<file path="src/rtl/multicycle_control_unit_if.sv">
// Handshake and strobe bundle between the multi-cycle control unit and the core datapath.
// The master side is the control unit; the slave side is the datapath and memories.
interface multicycle_control_unit_if #(
  parameter int OPCODE_W = 4,
  parameter int ALU_OP_W = 3,
  parameter int CNT_W    = 16
);
  logic [OPCODE_W-1:0] opcode;
  logic                imem_ready;
  logic                dmem_ready;
  logic                alu_done;
  logic                imem_rd;
  logic                ir_wr;
  logic                pc_wr;
  logic [ALU_OP_W-1:0] alu_op;
  logic                alu_start;
  logic                reg_wr;
  logic                reg_dst;
  logic                alu_src;
  logic                jump;
  logic                jal;
  logic                cmp;
  logic                mov;
  logic                mem_rd;
  logic                mem_wr;
  logic                mem_to_reg;
  logic                instr_done;
  logic [CNT_W-1:0]    instr_count;
  logic                trap;
  logic [2:0]          state;

  modport master (
    input  opcode, imem_ready, dmem_ready, alu_done,
    output imem_rd, ir_wr, pc_wr, alu_op, alu_start, reg_wr, reg_dst, alu_src,
           jump, jal, cmp, mov, mem_rd, mem_wr, mem_to_reg, instr_done,
           instr_count, trap, state
  );

  modport slave (
    output opcode, imem_ready, dmem_ready, alu_done,
    input  imem_rd, ir_wr, pc_wr, alu_op, alu_start, reg_wr, reg_dst, alu_src,
           jump, jal, cmp, mov, mem_rd, mem_wr, mem_to_reg, instr_done,
           instr_count, trap, state
  );
endinterface

</file>
<file path="src/rtl/multicycle_control_unit.sv">
// Multi-cycle control FSM for the 16-bit RISC core: FETCH/DECODE/EXEC/MEM/WB sequencing,
// handshake timeouts into a sticky TRAP state, and a retired-instruction counter.
module multicycle_control_unit #(
  parameter int OPCODE_W = 4,
  parameter int ALU_OP_W = 3,
  parameter int MAX_WAIT = 255,
  parameter int CNT_W    = 16
) (
  input logic                 clk,
  input logic                 rst_n,
  multicycle_control_unit_if.master bus
);
  localparam int WAIT_W = $clog2(MAX_WAIT + 1);

  localparam logic [3:0] OP_NOP = 4'h0, OP_ADD = 4'h1, OP_ADDI = 4'h2, OP_MUL = 4'h3;
  localparam logic [3:0] OP_AND = 4'h4, OP_OR  = 4'h5, OP_DIV  = 4'h6, OP_JAL = 4'h7;
  localparam logic [3:0] OP_CMP = 4'h8, OP_MOV = 4'h9, OP_J    = 4'hA, OP_LI  = 4'hB;
  localparam logic [3:0] OP_LW  = 4'hC, OP_SW  = 4'hD, OP_SLT  = 4'hE, OP_SGT = 4'hF;

  typedef enum logic [2:0] {
    S_FETCH  = 3'd0,
    S_DECODE = 3'd1,
    S_EXEC   = 3'd2,
    S_MEM    = 3'd3,
    S_WB     = 3'd4,
    S_TRAP   = 3'd7
  } state_t;

  state_t              cur_state, next_state;
  logic [OPCODE_W-1:0] ir;
  logic [WAIT_W-1:0]   wait_cnt;
  logic [CNT_W-1:0]    count;
  logic [3:0]          op;
  logic                illegal;
  logic                is_muldiv;
  logic                in_wait;
  logic                at_limit;
  logic                retire;
  logic [2:0]          alu_code;

  assign op        = ir[3:0];
  assign illegal   = |(ir >> 4);
  assign is_muldiv = (op == OP_MUL) || (op == OP_DIV);
  assign in_wait   = (cur_state == S_FETCH) || (cur_state == S_MEM) ||
                     ((cur_state == S_EXEC) && is_muldiv);
  // Ready is checked before at_limit, so a ready on the final permitted cycle still wins.
  assign at_limit  = (wait_cnt == WAIT_W'(MAX_WAIT - 1));

  always_ff @(posedge clk) begin
    if (!rst_n) begin
      cur_state <= S_FETCH;
      ir        <= '0;
      wait_cnt  <= '0;
      count     <= '0;
    end else begin
      cur_state <= next_state;
      if ((cur_state == S_FETCH) && bus.imem_ready)
        ir <= bus.opcode;
      if (in_wait && (next_state == cur_state))
        wait_cnt <= wait_cnt + 1'b1;
      else
        wait_cnt <= '0;
      if (retire)
        count <= count + 1'b1;
    end
  end

  always_comb begin
    alu_code = 3'b111;
    case (op)
      OP_ADD, OP_ADDI, OP_LW, OP_SW: alu_code = 3'b000;
      OP_MUL:                        alu_code = 3'b001;
      OP_AND:                        alu_code = 3'b010;
      OP_OR:                         alu_code = 3'b011;
      OP_DIV:                        alu_code = 3'b100;
      OP_SLT:                        alu_code = 3'b101;
      OP_SGT:                        alu_code = 3'b110;
      default:                       alu_code = 3'b111;
    endcase
  end

  always_comb begin
    next_state     = cur_state;
    retire         = 1'b0;
    bus.imem_rd    = 1'b0;
    bus.ir_wr      = 1'b0;
    bus.pc_wr      = 1'b0;
    bus.alu_op     = ALU_OP_W'(3'b111);
    bus.alu_start  = 1'b0;
    bus.reg_wr     = 1'b0;
    bus.reg_dst    = 1'b0;
    bus.alu_src    = 1'b0;
    bus.jump       = 1'b0;
    bus.jal        = 1'b0;
    bus.cmp        = 1'b0;
    bus.mov        = 1'b0;
    bus.mem_rd     = 1'b0;
    bus.mem_wr     = 1'b0;
    bus.mem_to_reg = 1'b0;
    case (cur_state)
      S_FETCH: begin
        bus.imem_rd = 1'b1;
        if (bus.imem_ready) begin
          bus.ir_wr  = 1'b1;
          bus.pc_wr  = 1'b1;
          next_state = S_DECODE;
        end else if (at_limit) begin
          next_state = S_TRAP;
        end
      end
      S_DECODE: begin
        if (illegal) begin
          next_state = S_TRAP;
        end else if (op == OP_NOP) begin
          retire     = 1'b1;
          next_state = S_FETCH;
        end else begin
          next_state = S_EXEC;
        end
      end
      S_EXEC: begin
        bus.alu_op  = ALU_OP_W'(alu_code);
        bus.alu_src = (op == OP_ADDI) || (op == OP_LI) || (op == OP_LW) || (op == OP_SW);
        bus.cmp     = (op == OP_CMP) || (op == OP_SLT) || (op == OP_SGT);
        bus.mov     = (op == OP_MOV);
        case (op)
          OP_MUL, OP_DIV: begin
            bus.alu_start = (wait_cnt == '0);
            if (bus.alu_done)
              next_state = S_WB;
            else if (at_limit)
              next_state = S_TRAP;
          end
          OP_J: begin
            bus.pc_wr  = 1'b1;
            bus.jump   = 1'b1;
            retire     = 1'b1;
            next_state = S_FETCH;
          end
          OP_JAL: begin
            bus.pc_wr  = 1'b1;
            bus.jal    = 1'b1;
            next_state = S_WB;
          end
          OP_LW, OP_SW: next_state = S_MEM;
          default:      next_state = S_WB;
        endcase
      end
      S_MEM: begin
        bus.mem_rd = (op == OP_LW);
        bus.mem_wr = (op == OP_SW);
        if (bus.dmem_ready) begin
          if (op == OP_SW) begin
            retire     = 1'b1;
            next_state = S_FETCH;
          end else begin
            next_state = S_WB;
          end
        end else if (at_limit) begin
          next_state = S_TRAP;
        end
      end
      S_WB: begin
        bus.reg_wr     = 1'b1;
        bus.reg_dst    = (op == OP_ADD) || (op == OP_LI) || (op == OP_LW);
        bus.mem_to_reg = (op == OP_LW);
        retire         = 1'b1;
        next_state     = S_FETCH;
      end
      S_TRAP:  next_state = S_TRAP;
      default: next_state = S_TRAP;
    endcase
  end

  assign bus.instr_done  = retire;
  assign bus.instr_count = count;
  assign bus.trap        = (cur_state == S_TRAP);
  assign bus.state       = cur_state;
endmodule
</file>
<file path="src/flat_wrapper.sv">
// flat-port wrapper written by rule: the top's interface ports become plain ports
module multicycle_control_unit_flat 
#(
  parameter int OPCODE_W = 4,
  parameter int ALU_OP_W = 3,
  parameter int MAX_WAIT = 255,
  parameter int CNT_W    = 16
)
  (clk, rst_n, bus_opcode, bus_imem_ready, bus_dmem_ready, bus_alu_done, bus_imem_rd, bus_ir_wr, bus_pc_wr, bus_alu_op, bus_alu_start, bus_reg_wr, bus_reg_dst, bus_alu_src, bus_jump, bus_jal, bus_cmp, bus_mov, bus_mem_rd, bus_mem_wr, bus_mem_to_reg, bus_instr_done, bus_instr_count, bus_trap, bus_state);
  multicycle_control_unit_if #(.OPCODE_W(OPCODE_W), .ALU_OP_W(ALU_OP_W), .CNT_W(CNT_W)) bus_i ();
  input logic clk;
  input logic rst_n;
  input wire logic [$bits(bus_i.opcode)-1:0] bus_opcode;
  input wire logic [$bits(bus_i.imem_ready)-1:0] bus_imem_ready;
  input wire logic [$bits(bus_i.dmem_ready)-1:0] bus_dmem_ready;
  input wire logic [$bits(bus_i.alu_done)-1:0] bus_alu_done;
  output wire logic [$bits(bus_i.imem_rd)-1:0] bus_imem_rd;
  output wire logic [$bits(bus_i.ir_wr)-1:0] bus_ir_wr;
  output wire logic [$bits(bus_i.pc_wr)-1:0] bus_pc_wr;
  output wire logic [$bits(bus_i.alu_op)-1:0] bus_alu_op;
  output wire logic [$bits(bus_i.alu_start)-1:0] bus_alu_start;
  output wire logic [$bits(bus_i.reg_wr)-1:0] bus_reg_wr;
  output wire logic [$bits(bus_i.reg_dst)-1:0] bus_reg_dst;
  output wire logic [$bits(bus_i.alu_src)-1:0] bus_alu_src;
  output wire logic [$bits(bus_i.jump)-1:0] bus_jump;
  output wire logic [$bits(bus_i.jal)-1:0] bus_jal;
  output wire logic [$bits(bus_i.cmp)-1:0] bus_cmp;
  output wire logic [$bits(bus_i.mov)-1:0] bus_mov;
  output wire logic [$bits(bus_i.mem_rd)-1:0] bus_mem_rd;
  output wire logic [$bits(bus_i.mem_wr)-1:0] bus_mem_wr;
  output wire logic [$bits(bus_i.mem_to_reg)-1:0] bus_mem_to_reg;
  output wire logic [$bits(bus_i.instr_done)-1:0] bus_instr_done;
  output wire logic [$bits(bus_i.instr_count)-1:0] bus_instr_count;
  output wire logic [$bits(bus_i.trap)-1:0] bus_trap;
  output wire logic [$bits(bus_i.state)-1:0] bus_state;
  assign bus_i.opcode = bus_opcode;
  assign bus_i.imem_ready = bus_imem_ready;
  assign bus_i.dmem_ready = bus_dmem_ready;
  assign bus_i.alu_done = bus_alu_done;
  assign bus_imem_rd = bus_i.imem_rd;
  assign bus_ir_wr = bus_i.ir_wr;
  assign bus_pc_wr = bus_i.pc_wr;
  assign bus_alu_op = bus_i.alu_op;
  assign bus_alu_start = bus_i.alu_start;
  assign bus_reg_wr = bus_i.reg_wr;
  assign bus_reg_dst = bus_i.reg_dst;
  assign bus_alu_src = bus_i.alu_src;
  assign bus_jump = bus_i.jump;
  assign bus_jal = bus_i.jal;
  assign bus_cmp = bus_i.cmp;
  assign bus_mov = bus_i.mov;
  assign bus_mem_rd = bus_i.mem_rd;
  assign bus_mem_wr = bus_i.mem_wr;
  assign bus_mem_to_reg = bus_i.mem_to_reg;
  assign bus_instr_done = bus_i.instr_done;
  assign bus_instr_count = bus_i.instr_count;
  assign bus_trap = bus_i.trap;
  assign bus_state = bus_i.state;
  multicycle_control_unit #(.OPCODE_W(OPCODE_W), .ALU_OP_W(ALU_OP_W), .MAX_WAIT(MAX_WAIT), .CNT_W(CNT_W)) u_core (.clk(clk), .rst_n(rst_n), .bus(bus_i));
endmodule
</file>
<file path="config.mk">
export PLATFORM = sky130hd
export DESIGN_NAME = multicycle_control_unit_flat
export DESIGN_NICKNAME = d
export VERILOG_FILES = /design/src/rtl/multicycle_control_unit_if.sv /design/src/rtl/multicycle_control_unit.sv /design/src/flat_wrapper.sv
export SDC_FILE = /design/constraint.sdc
export NUM_CORES = 1
export LEC_CHECK = 0
export BUFFER_PORTS_ARGS = -buffer_cell sky130_fd_sc_hd__buf_2
export CORE_MARGIN = 8
export CORE_UTILIZATION = 58
export CTS_CLUSTER_SIZE = 16
export DETAILED_ROUTE_END_ITERATION = 8
export PLACE_DENSITY = 0.81
export RECOVER_POWER = 25
export SLEW_MARGIN = 10
export SYNTH_ARGS = -nofsm -noshare
export SYNTH_HDL_FRONTEND = slang
export SYNTH_SLANG_ARGS = --single-unit
</file>
<file path="constraint.sdc">
create_clock -name clk -period 3.5 [get_ports clk]
set_clock_uncertainty 0.05 [all_clocks]
set_input_delay 0.7 -clock clk [delete_from_list [all_inputs] [get_ports clk]]
set_output_delay 0.7 -clock clk [all_outputs]
set_load 0.02 [all_outputs]
</file>
* Yosys cells after proc, flatten, opt, wreduce, memory -nomap -nowiden
Memory sizes are Yosys's and may differ from the RTL's. A register that Yosys moved wholly into a read port is not among the register bits.
Index checks and enable logic that the tools add are counted.
** Storage, ports and cells
- Bits in registers :: 31
- Bits in read-only memories :: 48
- Input port bits :: 9
- Output and inout port bits :: 38
- Word-level logic and storage cells :: 81
- Memories kept :: 1
** Memories
- (no name shown) :: depth 16, width 3, read ports 1, clocked after memory_dff 1, wr ports 0, line multicycle_control_unit.sv:70 : case (op)
** Operators by class
- $add $sub $neg :: 2
- Equality and inequality tests :: 20
- Mux-type cells :: 34
- Reductions and logical operators :: 20
** Operators by type and width (count)
- equality test 4 bit (second input constant) :: 8
- 2-to-1 mux 1 bit :: 21
- 2-to-1 mux 3 bit :: 6
- adder 16 x 1 -> 16 bit (second input constant) :: 1
- case mux 3 bit (5 select lines) :: 1
- logical OR 1 bit :: 10
- case mux 3 bit (3 select lines) :: 1
- adder 8 x 1 -> 8 bit (second input constant) :: 1
- equality test 4 x 2 -> 1 bit (second input constant) :: 2
- equality test 4 x 3 -> 1 bit (second input constant) :: 2
- equality test 8 bit (second input constant) :: 1
- logical NOT 8 bit :: 1
- 2-to-1 mux 4 bit :: 2
- equality test 3 x 2 -> 1 bit (second input constant) :: 2
- equality test 3 bit (second input constant) :: 2
- OR reduction 2 bit :: 3
- equality test 4 x 1 -> 1 bit (second input constant) :: 1
- logical NOT 4 bit :: 1
- case mux 1 bit (4 select lines) :: 1
- equality test 3 x 1 -> 1 bit (second input constant) :: 1
- equality test 3 bit :: 1
- logical AND 1 bit :: 3
- logical NOT 3 bit :: 1
- 2-to-1 mux 2 bit :: 1
- other kinds (2) :: 2

* Logic depth before layout (Yosys ltp)
Gate-level depths: netlist (run 1).
- Depth in word-level cells :: 8
- Mapped depth :: 9
- Depth with buffers taken out :: 7

* Worst setup path before layout (run 1)
OpenSTA, ideal clock, no wires.
- Kind :: register to output
- Start point :: reg u_core.cur_state[1], in the netlist u_core.bus.state[1]
- End point :: out bus_pc_wr
- Arrival :: 1851 ps
- Required time :: 2750 ps
- Setup slack :: 899 ps
- Stages on the path, launching flop included :: 5
- Path buffers :: 1
- Path through :: dfxtp_1 > or3b_1 > buf_4 > nor3_1 > or3_1
** On the way
- Word-level cells in the longest chain between the ends :: 2
- Elaborated cells on any way between the ends :: 3
- Classes of those cells :: eq/ne (1); mux (1); reduce/logical (1)
** RTL lines
- from (decl) :: line multicycle_control_unit.sv:29 : state_t cur_state, next_state;
- from (signal assigned) :: line multicycle_control_unit.sv:56 : cur_state <= next_state;
- equality test 3 x 2 -> 1 bit / logical NOT 3 bit (equally long branches) :: line multicycle_control_unit.sv:100 : case (cur_state)
- case mux 1 bit (2 select lines) (*) :: line multicycle_control_unit.sv:100
- to (decl) :: line flat_wrapper.sv:19 : output wire logic [$bits(bus_i.pc_wr)-1:0] bus_pc_wr;
Every way passes the cells marked *; elsewhere a longest branch is shown, timed or not.

* Worst setup path in the final report (run 1)
- Start point :: reg u_core.cur_state[0], in the netlist u_core.bus.state[0]
- End point :: out bus_instr_done
** On the way
- Word-level cells in the longest chain between the ends :: 2
- Elaborated cells on any way between the ends :: 5
- Classes of those cells :: eq/ne (4); mux (1)
** RTL lines
- equality test 3 bit (tied with other cells) :: line multicycle_control_unit.sv:100
- case mux 1 bit (4 select lines) (*) :: line multicycle_control_unit.sv:100
- to (decl) :: line flat_wrapper.sv:32 : output wire logic [$bits(bus_i.instr_done)-1:0] bus_instr_done;
Marked as above.

==> impl_metrics.py, run 1 <==
metrics = {
    "grt": {
        "grt_max_degree": 19,
        "track_usage": 0.170,
        "grt_pass1_wl_um": 8470,
        "grt_pass1_vias": 1906,
        "antenna_found_initial": 0,
        "grt-ovfl-total": 0,
    },
    "drt": {
        "drc": 0,
        "first_pass_iters": 4,
        "drtAntennaViolNets": 0,
        "avgRoutedWirePerCell_um": 13.7,
        "viasPerCell": 5.78,
        "drt_iter0_markers": 170,
        "num_vias": 2058,
        "drt-total-wl_um": 4890,
    },
    "timing": {
        "setup-violations-final": 0,
        "period_share": 0.879,
        "relSlewSlack": 0.520,
        "final-max-slew-violation-count": 0,
        "timing.fmax_mhz": 325,
        "tns_ns": 0,
        "rsz0062_at_grt": "false",
        "fin_crit_ns": 3.08,
        "hold_viol": 0,
        "tightest_slew_ns": 0.720,
    },
    "pwr": {
        "p_leak_uw": 0.000932,
        "powerDensity_nw_per_um2": 359,
        "ir_drop_v": 0.000336,
    },
    "worst_setup_path": {
        "r2r_slack_ns": 1.13,
        "required_ns": 2.75,
        "end_kind": "output pin",
        "cpPeakStageDelay_ns": 0.66,
        "critPathArrivalTime_ns": 2.33,
        "crit_chain": "inv_2, nand3_1, inv_2, a41o_1, a21oi_2, inv_2, buf_2",
        "crit_path_top_delay_cell": "dfxtp_1",
        "critPathLaunchType": "flop",
        "cp_max_fo": 17,
        "path_class": "reg2out",
        "cpMostUsedCell": "inv_2",
    },
    "synthesis": {
        "synth-warning-count": 0,
        "syn_area_per_cell_sq_um": 8.07,
        "synth.ff_latch_count": 34,
        "yosysTopAreaCellShare": 0.318,
        "synth-seq-area-share": 0.318,
        "yosysTopAreaCell": "dfxtp_1",
        "synth_cell_types": 51,
        "syn_nets": 281,
        "synthFlopType": "dfxtp_1",
        "synthTopCellsByArea": "dfxtp_1, a21oi_1, or3_1, ha_1, nand3_1",
        "synthCells": 265,
        "async_flop_share": 0,
        "synth-edff-count": 0,
        "netlist_area_sq_um": 2140,
    },
    "final_layout": {
        "layout_common_cells": "dfxtp_1, buf_2, a21oi_1",
        "layout_commonest_cell": "dfxtp_1",
        "drive_gt1_frac": 0.192,
        "diodes": 0,
        "area_delta_synth_final_pct": 15.0,
        "final_util": 0.682,
        "nNetsFinal": 323,
        "fin_cells": 356,
    },
    "floorplanning": {
        "rows": 22,
        "die_w_um": 76.7,
        "initial_core_util": 0.593,
        "ioPinCount": 47,
        "die_y_um": 76.7,
        "die_area_sq_um": 5890,
        "core-area_sq_um": 3610,
    },
    "clock_network": {
        "path_clk_slew_ns": 0.06,
        "clockBufferDepth": 2,
        "tritoncts": "yes",
        "ctsResizeCount": 0,
        "cts_hold_buf": 0,
        "numCtsBuffers": 5,
        "clk_latency_ns": 0.29,
        "post_cts_buffers": 0,
        "h-tree-depth": 2,
        "cts_root_buffer": "clkbuf_8",
        "cts_sinks": 34,
    },
    "placed_design": {
        "gp_congestion": 0.910,
        "place_hpwl_um": 3560,
        "port_buffers": 46,
        "dp.cells": 348,
    },
    "run_status": {
        "status": "finished, final reports clean",
    },
    "hold_path": {
        "hold_path.class": "reg2reg",
    },
    "job": {
        "maxCapViolCount": 0,
    },
}
through the flow:
step | instance area, sq um | worst slack, ns | hold WS, ns | total power, uW
detailed placement | 2370 | 0.763 | 0.435 | 544
global placement | 2370 | 0.832 | 0.426 | 543
floorplan | 2140 | 0.899 | 0.449 | 519
global route | 2460 | 0.244 | 0.484 | 927
finish | 2460 | 0.424 | 0.450 | 884
CTS | 2480 | 0.444 | 0.456 | 891
kinds of logic after synthesis:
| group | Yosys count | synth area share |
|---|---|---|
| and+or+nand+nor | 118 | 0.318 |
| AOI/OAI and AO/OA | 58 | 0.178 |
| DFF | 34 | 0.318 |
| buffers and inverters | 31 | 0.0673 |
| xor gates and xnor gates | 11 | 0.0486 |
| adders and majority gates | 7 | 0.0410 |
| muxes | 6 | 0.0293 |
cell type report:
class,instances,area (sq um)
clock inverters,1,30.0
repair buffers,48,225
multi-input cells,200,1320
inverters,18,67.6
clock buffers,7,76.3
fillers,322,1150
well taps,48,60.1
flip-flops and latches,34,681
critical path, delay by kind of cell (launching register included):
family / cells / cell delay, ns
DFF: 1 / 0.66
and+or+nand+nor: 1 / 0.17
buffers and inverters: 4 / 0.38
AOI/OAI and AO/OA: 2 / 0.82
worst paths after layout:
kind / cells past startpoint / start / end
hold reg to reg: 2 / u_core.bus.instr_count[15] / u_core.bus.instr_count[15]
setup / recovery: 7 / u_core.bus.state[0] / bus_instr_done
hold / removal: 2 / u_core.bus.instr_count[15] / u_core.bus.instr_count[15]
setup reg to reg: 5 / u_core.bus.state[1] / u_core.wait_cnt[3]
per-layer routing:
| layer | vias to the layer above | track usage | share of wire |
|---|---|---|---|
| li1 | 1037 | - | - |
| met1 | 964 | 0.206 | 0.47 |
| met2 | 47 | 0.267 | 0.47 |
| met3 | 10 | 0.0455 | 0.044 |
| met4 | 0 | 0.0885 | 0.017 |
| met5 | - | 0 | 0 |
Yosys cell counts (2+ instances only):
library cell and count:
nand3b_1 2, or3_1 16, or3b_1 2, nor3_2 7, nor3b_1 2, nand2b_1 6
and3_1 4, mux2i_1 4, xnor2_1 4, ha_1 7, nor2_1 21, xor2_1 6
o21ai_1 16, nand2_1 18, buf_4 6, a22oi_2 3, inv_1 14, dfxtp_1 34
buf_2 4, clkbuf_1 3, nor4b_1 5, nand3_1 16, nand4_1 4, inv_2 3
o311ai_1 2, nor3_1 9, a21oi_1 23
power by group:
part	total [uW]	leakage (uW)	internal (uW)	switching [uW]
Clock	348	0.0000524	213	136
Combinational	112	0.000603	45.2	66.5
Sequential	424	0.000276	400	23.8
sequential cells by signal (all words and copies together), names as in the netlist:
register,cells
u_core.alu_code,3
u_core.bus.instr_count,16
u_core.bus.state,3
u_core.ir,4
u_core.wait_cnt,8
(Power assumes the default switching activity.)
==> run 2: changes to the inputs <==
--- a/config.mk
+++ b/config.mk
@@ -11,7 +11,6 @@
 export CTS_CLUSTER_SIZE = 16
 export DETAILED_ROUTE_END_ITERATION = 8
 export PLACE_DENSITY = 0.81
-export RECOVER_POWER = 25
 export SLEW_MARGIN = 10
 export SYNTH_ARGS = -nofsm -noshare
 export SYNTH_HDL_FRONTEND = slang
==> impl_metrics.py, run 2 (synthesis results as in run 1) <==
metrics = {
    "floorplanning": {
        "rows": 22,
        "die_y_um": 76.7,
        "ioPinCount": 47,
        "die_area_sq_um": 5890,
        "initial_core_util": 0.593,
        "core-area_sq_um": 3610,
        "die_w_um": 76.7,
    },
    "worst_setup_path": {
        "cpPeakStageDelay_ns": 0.65,
        "crit_chain": "inv_2, nand3_1, inv_2, a41o_1, a21oi_2, inv_2, buf_2",
        "crit_start": "u_core.bus.state[0]",
        "path_class": "reg2out",
        "critPathArrivalTime_ns": 2.32,
        "r2r_slack_ns": 1.13,
        "reg2reg_from": "u_core.bus.state[1]",
        "crit_path_top_delay_cell": "dfxtp_1",
        "critPathLaunchType": "flop",
        "end_kind": "output pin",
        "cp_max_fo": 17,
        "required_ns": 2.75,
        "cpMostUsedCell": "inv_2",
    },
    "clock_network": {
        "clk_latency_ns": 0.29,
        "path_clk_slew_ns": 0.06,
        "numCtsBuffers": 5,
        "cts_root_buffer": "clkbuf_8",
        "post_cts_buffers": 0,
        "cts_sinks": 34,
        "h-tree-depth": 2,
        "ctsResizeCount": 0,
        "tritoncts": "yes",
        "clockBufferDepth": 2,
        "cts_hold_buf": 0,
    },
    "timing": {
        "period_share": 0.878,
        "relSlewSlack": 0.519,
        "hold_viol": 0,
        "setup-violations-final": 0,
        "timing.fmax_mhz": 325,
        "rsz0062_at_grt": "false",
        "fin_crit_ns": 3.07,
        "final-max-slew-violation-count": 0,
        "setup_ws_ns": 0.426,
        "tightest_slew_ns": 0.721,
        "tns_ns": 0,
    },
    "final_layout": {
        "layout_common_cells": "buf_2, dfxtp_1, a21oi_1",
        "area_delta_synth_final_pct": 16.0,
        "fin_cells": 356,
        "drive_gt1_frac": 0.244,
        "final_util": 0.688,
        "layout_commonest_cell": "buf_2",
        "largest_reg_flops": 16,
        "diodes": 0,
        "nNetsFinal": 323,
    },
    "grt": {
        "grt_pass1_vias": 1906,
        "use_met3": 0.0455,
        "grt_pass1_wl_um": 8470,
        "grt-ovfl-total": 0,
        "grt_max_degree": 19,
        "antenna_found_initial": 0,
        "grt_use_met2": 0.267,
        "track_usage": 0.170,
        "grt_busiest_layer": "met2",
        "use_met1": 0.206,
    },
    "drt": {
        "num_vias": 2066,
        "viasPerCell": 5.80,
        "first_pass_iters": 4,
        "avgRoutedWirePerCell_um": 13.8,
        "drt-total-wl_um": 4910,
        "drt_iter0_markers": 149,
        "drtAntennaViolNets": 0,
        "drc": 0,
    },
    "placed_design": {
        "dpl_worst_slack_ns": 0.763,
        "gp_congestion": 0.910,
        "dp.cells": 348,
        "port_buffers": 46,
        "place_hpwl_um": 3560,
    },
    "run_status": {
        "status": "finished, final reports clean",
    },
    "pwr": {
        "powerDensity_nw_per_um2": 357,
        "p_leak_uw": 0.00100,
        "ir_drop_v": 0.000339,
    },
    "job": {
        "maxCapViolCount": 0,
    },
    "hold_path": {
        "hold_path.class": "reg2reg",
        "hp-start": "u_core.bus.instr_count[15]",
    },
}
==> run 2: changes by cell type in the layout (fill, tap and decap cells not counted) <==
cell      previous run  this run
buf_2               30        46
o311ai_1             1         2
o311ai_0             1         0
clkbuf_1            18         2
==> run 2: layer usage <==
metal  share of wire  wire length (um)  up-vias
met4           0.017                85        0
met2            0.47              2290       51
met3           0.046               225       10
met1            0.47              2310      967
li1                -                 -     1038
met5               0                 0        -
==> run 2: area by class of cell <==
type / count / area (sq um)
well taps: 48 / 60.1
multi-input cells: 200 / 1320
flip-flops and latches: 34 / 681
repair buffers: 48 / 245
clock inverters: 1 / 30.0
inverters: 18 / 67.6
clock buffers: 7 / 76.3
fillers: 314 / 1130
==> run 2: stage by stage <==
stage               area [sq um]  hold WS (ns)  total power (uW)
floorplan                   2140         0.449               519
global placement            2370         0.426               543
detailed placement          2370         0.435               544
CTS                         2480         0.456               891
global route                2480         0.482               928
finish                      2480         0.452               885
==> run 2: worst paths after layout <==
path | to | depth (start not counted)
max | bus_instr_done | 7
min | u_core.bus.instr_count[15] | 2
max reg2reg | u_core.wait_cnt[3] | 5
min reg2reg | u_core.bus.instr_count[15] | 2
==> run 2: power by group <==
part	total (uW)	internal (uW)	leakage [uW]	switching (uW)
clock network	348	213	0.0000524	136
logic	113	45.9	0.000673	66.9
registers	424	400	0.000276	23.8
==> run 2: critical path, delay by kind of cell, from the launching register on <==
kind	cells	cell delay, ns
AND/OR/NAND/NOR	1	0.17
buffers and inverters	4	0.39
AO/OA/AOI/OAI	2	0.82
flip-flops	1	0.65
==> run 3: changes to the inputs <==
--- a/config.mk
+++ b/config.mk
@@ -6,6 +6,8 @@
 export NUM_CORES = 1
 export LEC_CHECK = 0
 export BUFFER_PORTS_ARGS = -buffer_cell sky130_fd_sc_hd__buf_2
+export CAP_MARGIN = 10
+export CORE_ASPECT_RATIO = 1.5
 export CORE_MARGIN = 8
 export CORE_UTILIZATION = 58
 export CTS_CLUSTER_SIZE = 16
==> constraint.sdc (replaced) <==
create_clock -name clk -period 3.5 [get_ports clk]
set_clock_uncertainty 0.05 [all_clocks]
set_input_delay 0.7 -clock clk [delete_from_list [all_inputs] [get_ports clk]]
set_output_delay 0.7 -clock clk [all_outputs]
set_load 0.1 [all_outputs]
==> impl_metrics.py, run 3 (synthesis results as in run 1) <==
metrics = {
    "final_layout": {
        "final_cell_area_sq_um": 2540,
        "area_delta_synth_final_pct": 18.8,
        "nNetsFinal": 324,
        "final_util": 0.703,
        "layout_common_cells": "buf_2, dfxtp_1, a21oi_1",
        "drive_gt1_frac": 0.285,
        "largest_reg_flops": 16,
        "fillerInstances": 321,
        "diodes": 0,
        "layout_commonest_cell": "buf_2",
    },
    "worst_setup_path": {
        "cp_max_fo": 15,
        "crit_chain": "or3b_1, nor3_1, and3_1, buf_2",
        "cpPeakStageDelay_ns": 0.62,
        "cp.buffers_inverters": 1,
        "end_kind": "output pin",
        "ff2ff_path_depth": 5,
        "critical-path-top-delay-family": "simple AND/OR/NAND/NOR gates",
        "crit_path_top_delay_cell": "or3b_1",
        "cp.depth": 4,
        "critPathArrivalTime_ns": 2.38,
        "path_class": "reg2out",
        "critPathLaunchType": "flop",
        "required_ns": 2.75,
    },
    "pwr": {
        "power_uw": 890,
        "p_leak_uw": 0.00102,
        "p_int_uw": 605,
        "swShare": 0.320,
        "clockPowerShare": 0.344,
        "p_sw_uw": 285,
        "p_comb_frac": 0.179,
        "sequentialPowerShare": 0.477,
        "powerDensity_nw_per_um2": 350,
        "ir_drop_v": 0.000353,
    },
    "run_status": {
        "status": "finished, final reports clean",
    },
    "drt": {
        "avgRoutedWirePerCell_um": 14.5,
        "num_vias": 2057,
        "first_pass_iters": 4,
        "drt_iter0_markers": 138,
        "drt-total-wl_um": 5100,
        "drc": 0,
        "drtAntennaViolNets": 0,
        "viasPerCell": 5.84,
    },
    "floorplanning": {
        "ioPinCount": 47,
        "core-area_sq_um": 3610,
        "die_area_sq_um": 5930,
        "die_y_um": 90.4,
        "initial_core_util": 0.592,
        "rows": 27,
        "die_w_um": 65.6,
    },
    "clock_network": {
        "cts_sinks": 34,
        "h-tree-depth": 2,
        "path_clk_slew_ns": 0.07,
        "clockBufferDepth": 2,
        "cts_hold_buf": 0,
        "numCtsBuffers": 5,
        "post_cts_buffers": 0,
        "clk_latency_ns": 0.29,
        "cts_root_buffer": "clkbuf_8",
        "ctsResizeCount": 0,
        "tritoncts": "yes",
    },
    "timing": {
        "period_share": 0.894,
        "hold_viol": 0,
        "final-max-slew-violation-count": 0,
        "whs_ns": 0.466,
        "tightest_slew_ns": 0.642,
        "fin_crit_ns": 3.13,
        "timing.fmax_mhz": 320,
        "relSlewSlack": 0.571,
        "rsz0062_at_grt": "false",
        "setup-violations-final": 0,
        "tns_ns": 0,
    },
    "grt": {
        "grt_pass1_wl_um": 8470,
        "grt-ovfl-total": 0,
        "grt_max_degree": 19,
        "grt_pass1_vias": 1943,
        "track_usage": 0.173,
        "antenna_found_initial": 0,
    },
    "hold_path": {
        "hold-path-cell-count": 2,
        "hold_path.class": "reg2reg",
    },
    "placed_design": {
        "place_hpwl_um": 3840,
        "port_buffers": 46,
        "gp_congestion": 0.837,
        "place_area_sq_um": 2450,
    },
    "job": {
        "maxCapViolCount": 0,
    },
}
## run 3: cell count changes in the layout (fill, tap and decap cells not counted), sizes merged
cell,previous run,this run
buf,48,49
bufinv,1,0
clkbuf,7,6
clkinv,1,2
clkinvlp,0,1
## run 3: path summary, 6_finish.rpt
kind | start | to | slack (ns)
min reg2reg | u_core.bus.instr_count[12] | u_core.bus.instr_count[12] | 0.47
max | u_core.bus.state[2] | bus_alu_start | 0.37
max reg2reg | u_core.bus.state[2] | u_core.wait_cnt[6] | 1.00
min | u_core.bus.instr_count[12] | u_core.bus.instr_count[12] | 0.47
## run 3: routing by layer
metal | wire length [um] | part of all wire | GRT usage
met2 | 2600 | 0.51 | 0.298
met4 | 69 | 0.014 | 0.0622
met1 | 2150 | 0.42 | 0.193
met5 | 0 | 0 | 0
met3 | 268 | 0.053 | 0.0484
## run 3: per-stage QoR
step           setup WS, ns  instances
2_1_floorplan        -0.389        265
6_report              0.373        352
4_1_cts               0.417        352
3_5_place_dp          0.693        344
5_1_grt               0.257        352
3_3_place_gp          0.745        344
## run 3: final cells by class
| type | count | area [sq um] | share of cell area |
|---|---|---|---|
| well taps | 43 | 53.8 | 0.0212 |
| repair buffers | 49 | 253 | 0.0995 |
| inverters | 18 | 67.6 | 0.0266 |
| clock inverters | 2 | 12.5 | 0.00492 |
| flip-flops and latches | 34 | 682 | 0.268 |
| multi-input cells | 200 | 1390 | 0.547 |
| clock buffers | 6 | 82.6 | 0.0325 |
## run 3: power by group through the flow
stage | combinational (uW) | clock (uW) | sequential [uW]
after floorplan | 128 | 0 | 437
final | 159 | 306 | 425
after global routing | 173 | 322 | 428
after detailed placement | 160 | 0 | 433
after global placement | 158 | 0 | 433
after CTS | 160 | 312 | 424
## run 3: worst reg2reg max path: stages, from the launching register on
cell and delay (ns):
dfxtp_1 0.70, or3b_1 0.43, nor4b_1 0.11, o32a_1 0.36, or3_1 0.55, nor3_2 0.23
